==> src/rtl/wb_arbiter_pkg.sv <==
// wb_arbiter_pkg: shared types and constants for the write-back arbiter.
// WB_ARB_RR_EN selects round-robin arbitration (else fixed LSU priority).
package wb_arbiter_pkg;

  localparam int WB_DW = 32;
  localparam int WB_AW = 5;

  localparam logic WB_SRC_EXU = 1'b0;
  localparam logic WB_SRC_LSU = 1'b1;

  typedef struct packed {
    logic             wen;
    logic [WB_AW-1:0] waddr;
    logic [WB_DW-1:0] wdata;
  } wb_req_t;

endpackage

==> src/rtl/wb_rr_pick.sv <==
// wb_rr_pick: 2-way write-back grant logic.
// WB_ARB_RR_EN: round-robin pointer; otherwise LSU always wins.
module wb_rr_pick
  import wb_arbiter_pkg::*;
(
  input  logic clk,
  input  logic rst,
  input  logic en,
  input  logic req_exu,
  input  logic req_lsu,
  output logic gnt_exu,
  output logic gnt_lsu
);

`ifdef WB_ARB_RR_EN
  logic ptr_q;
  logic both;

  assign both = req_exu & req_lsu;

  // Grant one requester; on contention the pointer picks.
  always_comb begin
    gnt_exu = 1'b0;
    gnt_lsu = 1'b0;
    if (en) begin
      unique case (1'b1)
        both: begin
          gnt_lsu = (ptr_q == WB_SRC_LSU);
          gnt_exu = (ptr_q == WB_SRC_EXU);
        end
        req_lsu & ~req_exu: gnt_lsu = 1'b1;
        req_exu & ~req_lsu: gnt_exu = 1'b1;
        default: ;
      endcase
    end
  end

  // After a contested grant the loser becomes preferred.
  always_ff @(posedge clk) begin
    if (rst)
      ptr_q <= WB_SRC_EXU;
    else if (en && both)
      ptr_q <= gnt_exu ? WB_SRC_LSU : WB_SRC_EXU;
  end
`else
  logic unused_clk_rst;

  assign unused_clk_rst = clk ^ rst;

  // Fixed priority: loads retire first.
  always_comb begin
    gnt_lsu = en & req_lsu;
    gnt_exu = en & req_exu & ~req_lsu;
  end
`endif

endmodule

==> src/rtl/wb_arbiter.sv <==
// wb_arbiter: shares the register-file write port between EXU and LSU.
// WB_ARB_RR_EN enables round-robin grants in wb_rr_pick.
module wb_arbiter
  import wb_arbiter_pkg::*;
(
  input  logic             clk,
  input  logic             rst,
  input  logic             wb_hold,
  input  logic             exu_valid,
  output logic             exu_ready,
  input  logic             exu_wen,
  input  logic [WB_AW-1:0] exu_waddr,
  input  logic [WB_DW-1:0] exu_wdata,
  input  logic             lsu_valid,
  output logic             lsu_ready,
  input  logic             lsu_wen,
  input  logic [WB_AW-1:0] lsu_waddr,
  input  logic [WB_DW-1:0] lsu_wdata,
  output logic             rf_wen,
  output logic [WB_AW-1:0] rf_waddr,
  output logic [WB_DW-1:0] rf_wdata,
  output logic             wb_finish,
  output logic             wb_src,
  output logic [31:0]      retired_cnt
);

  logic             en;
  logic             gnt_exu;
  logic             gnt_lsu;
  wb_req_t          win;
  logic             wen_q;
  logic             fin_q;
  logic             src_q;
  logic [WB_AW-1:0] waddr_q;
  logic [WB_DW-1:0] wdata_q;
  logic [31:0]      cnt_q;

  assign en = ~wb_hold & ~rst;

  wb_rr_pick u_pick (
    .clk     (clk),
    .rst     (rst),
    .en      (en),
    .req_exu (exu_valid),
    .req_lsu (lsu_valid),
    .gnt_exu (gnt_exu),
    .gnt_lsu (gnt_lsu)
  );

  assign exu_ready = gnt_exu;
  assign lsu_ready = gnt_lsu;

  // Select the winning request fields.
  always_comb begin
    win = '{wen: exu_wen, waddr: exu_waddr, wdata: exu_wdata};
    if (gnt_lsu)
      win = '{wen: lsu_wen, waddr: lsu_waddr, wdata: lsu_wdata};
  end

  // One-entry output stage and retire counter.
  always_ff @(posedge clk) begin
    if (rst) begin
      wen_q   <= 1'b0;
      fin_q   <= 1'b0;
      src_q   <= WB_SRC_EXU;
      waddr_q <= '0;
      wdata_q <= '0;
      cnt_q   <= '0;
    end else begin
      wen_q <= 1'b0;
      fin_q <= 1'b0;
      if (gnt_exu || gnt_lsu) begin
        fin_q   <= 1'b1;
        wen_q   <= win.wen & (|win.waddr);
        src_q   <= gnt_lsu ? WB_SRC_LSU : WB_SRC_EXU;
        waddr_q <= win.waddr;
        wdata_q <= win.wdata;
        cnt_q   <= cnt_q + 32'd1;
      end
    end
  end

  assign rf_wen      = wen_q;
  assign wb_finish   = fin_q;
  assign wb_src      = src_q;
  assign rf_waddr    = waddr_q;
  assign rf_wdata    = wdata_q;
  assign retired_cnt = cnt_q;

endmodule

==> config.mk <==
export PLATFORM = sky130hd
export DESIGN_NAME = wb_arbiter
export DESIGN_NICKNAME = d
export VERILOG_FILES = /design/src/rtl/wb_arbiter_pkg.sv /design/src/rtl/wb_rr_pick.sv /design/src/rtl/wb_arbiter.sv
export SDC_FILE = /design/constraint.sdc
export NUM_CORES = 1
export LEC_CHECK = 0
export ABC_AREA = 1
export BUFFER_PORTS_ARGS = -buffer_cell sky130_fd_sc_hd__buf_2
export CORE_MARGIN = 2
export CORE_UTILIZATION = 48
export CTS_CLUSTER_DIAMETER = 120
export DETAILED_ROUTE_END_ITERATION = 8
export MAX_ROUTING_LAYER = met4
export PLACE_DENSITY = 0.88
export SLEW_MARGIN = 20
export SYNTH_ARGS = -nofsm -noshare
export SYNTH_HDL_FRONTEND = slang
export SYNTH_SLANG_ARGS = --single-unit
export TNS_END_PERCENT = 30
==> constraint.sdc <==
create_clock -name clk -period 1.9 [get_ports clk]
set_clock_uncertainty 0.05 [all_clocks]
set_input_delay 0.38 -clock clk [delete_from_list [all_inputs] [get_ports clk]]
set_output_delay 0.38 -clock clk [all_outputs]
set_load 0.05 [all_outputs]
==> results.json <==
{
  "ys_ff_latch": 72,
  "yosysSeqAreaShare_pct": 40.0,
  "synthArstFlopShare_pct": 0,
  "grt-ovfl-total": 0,
  "drv_cap": 0,
  "start_util_pct": 49.7,
  "syn_area_um2": 3600,
  "antenna_found_initial": 0,
  "worstSkewPairLatency_ns": 0.35,
  "critical-path-top-cell-by-count": "buf_2",
  "worstPathMaxFanout": 15,
  "drtIter0Drc": 262,
  "crit_required_ns": 1.47,
  "seq_power_share_pct": 47.6,
  "fin_crit_sh_pct": 88.4,
  "crit_slowest_cell": "buf_2",
  "path_buf_inv": 3,
  "final_cell_mix": "buf_2 (154), nand2_1 (119), nor2_1 (88), dfxtp_1 (71), nand3_1 (54)",
  "crit_type": "in2out",
  "syn_nets": 611,
  "clock_power_share_pct": 34.8,
  "hold_viol": 0,
  "slew_viol_final": 0,
  "wl_um": 10300,
  "yosysWarnings": 0,
  "drc": 0,
  "max_freq_mhz": 595,
  "p_leak_nw": 2.21,
  "hold_buffers": 0,
  "cts_setup_buffers": 0,
  "die_y_um": 90.6,
  "wl_per_cell_um": 13.1,
  "switching_share_pct": 30.4,
  "p_int_mw": 2.35,
  "syn_inst": 529,
  "grt_pass1_wl_um": 17100,
  "portBuffers": 154,
  "grtUsageMet1_pct": 30.3,
  "cp_top_family": "buffers and inverters",
  "cts_tree": "done",
  "yosysUniqueCellTypes": 33,
  "vias_per_cell": 5.22,
  "synth_edf_count": 0,
  "die_x_um": 90.6,
  "row_count": 31,
  "area_growth_pct": 29.1,
  "top_level_ports": 155,
  "hold_path.class": "in2reg",
  "htreeDepth": 3,
  "whs_ns": 0.234,
  "setup_violations": 0,
  "rsz0062_at_grt": "false",
  "grtUsageMet3_pct": 4.76,
  "numCtsBuffers": 9,
  "final_util_pct": 64.1,
  "nNetsFinal": 763,
  "endpoint_kind": "output pin",
  "finalSetupTns_ns": 0,
  "critPathMaxStageDelay_ns": 0.27,
  "combPwrFrac_pct": 17.7,
  "cts_resized": 0,
  "firstDrtPassIters": 5,
  "grt_util_all_layers_pct": 26.0,
  "via_count": 4092,
  "diodes": 0,
  "p_switching_mw": 1.03,
  "critPathArrivalTime_ns": 1.25,
  "busiest_layer": "met2",
  "min_period_ns": 1.68,
  "clk_path_buf_depth": 2,
  "p_per_area_nw_per_um2": 726,
  "outcome": "complete, no violations",
  "ir_worst_vdd_v": 0.000439,
  "grt_pass1_vias": 3845,
  "worst-slew-pin-transition_ns": 0.303,
  "crit_chain": "buf_2 -> nor2_8 -> nand2_2 -> inv_2 -> buf_2",
  "drive_above_1_share_pct": 29.3,
  "pre_cts_ws_ns": 0.208,
  "slew_headroom_pct": 79.8,
  "cts.sinks": 72,
  "startpoint_type": "input pin",
  "postRouteAntennaNets": 0,
  "dieArea_um2": 8210,
  "gp_congestion": 0.966,
  "postSynthAreaPerCell_um2": 6.81,
  "finalWorstSetupSlack_ns": 0.220,
  "final_common_cell": "buf_2",
  "synth_ff_type": "dfxtp_1",
  "cts.reportedPaths.clkPinSlew_ns": 0.08,
  "coreArea_um2": 7250,
  "grtUsageMet2_pct": 43.2,
  "cts_root_buf": "clkbuf_8",
  "place_hpwl_um": 7810,
  "grt_max_degree": 38
}
-- final cells by class --
cell class / instances / area (um^2)
clock buffer: 10 / 128
clock inverter: 5 / 58.8
fill: 651 / 2600
inverter: 44 / 165
multi-input combinational: 389 / 1860
sequential: 72 / 1440
tap: 99 / 124
timing repair buffer: 165 / 878
-- synthesized netlist by cell type (6+ instances only) --
library cell	number	share of area, %
nand2_1	119	12
nor2_1	88	9.2
dfxtp_1	72	40
nand3_1	54	7.5
o21ai_0	46	6.4
inv_1	40	4.2
a21oi_1	18	2.5
o21ai_1	13	1.8
buf_2	10	1.4
o211ai_1	10	2.1
nand4_1	9	1.6
clkbuf_1	6	0.63
nor2_2	6	1.0
-- cell families after synthesis --
logic type | Yosys count | synth area share [%]
buf+inv | 68 | 8.47
compound gates | 91 | 13.8
xor+xnor | 3 | 0.730
flops | 72 | 40.0
simple gates | 294 | 36.6
fa+ha+maj | 1 | 0.347
-- per-stage QoR --
stage                     total power [mW]  cells  instance area, um^2
final                                 3.38    784                 4650
after global routing                  3.51    784                 4650
after CTS                             3.39    784                 4650
after detailed placement              2.23    769                 4470
after global placement                2.22    769                 4470
after floorplan                       2.04    529                 3600
-- per-layer routing --
metal  wire [um]  vias to the layer above
li1            -                     2029
met1        4220                     1820
met2        5040                      216
met3         769                       27
met4         241                        0
met5           0                        -
-- flip-flops by register name (all words and copies together), names as in the netlist --
register and flops:
retired_cnt 32, rf_waddr 5, rf_wdata 32, rf_wen 1, wb_finish 1, wb_src 1
-- power groups by stage --
stage / Combinational, mW / Sequential, mW / Clock, mW
after floorplan: 0.183 / 1.85 / 0
after global placement: 0.584 / 1.64 / 0
after detailed placement: 0.593 / 1.64 / 0
after CTS: 0.595 / 1.60 / 1.19
after global routing: 0.637 / 1.61 / 1.27
final: 0.596 / 1.61 / 1.17
-- worst paths after layout --
| path | endpoint | depth (start not counted) | slack, ns | start |
|---|---|---|---|---|
| max | lsu_ready | 5 | 0.22 | rst |
| min reg2reg | rf_wdata[28] | 2 | 0.43 | rf_wdata[28] |
| min | rf_wdata[28] | 3 | 0.23 | exu_wdata[28] |
| max reg2reg | retired_cnt[28] | 8 | 0.27 | retired_cnt[1] |
-- worst register-to-register path: cells and delay by family (launching register included) --
kind                     cells  cell delay [ns]
AND/OR/NAND/NOR              7             0.92
flip-flops                   1             0.36
adder cells (fa/ha/maj)      1             0.20
No activity file was read; power rests on OpenSTA's default activity.
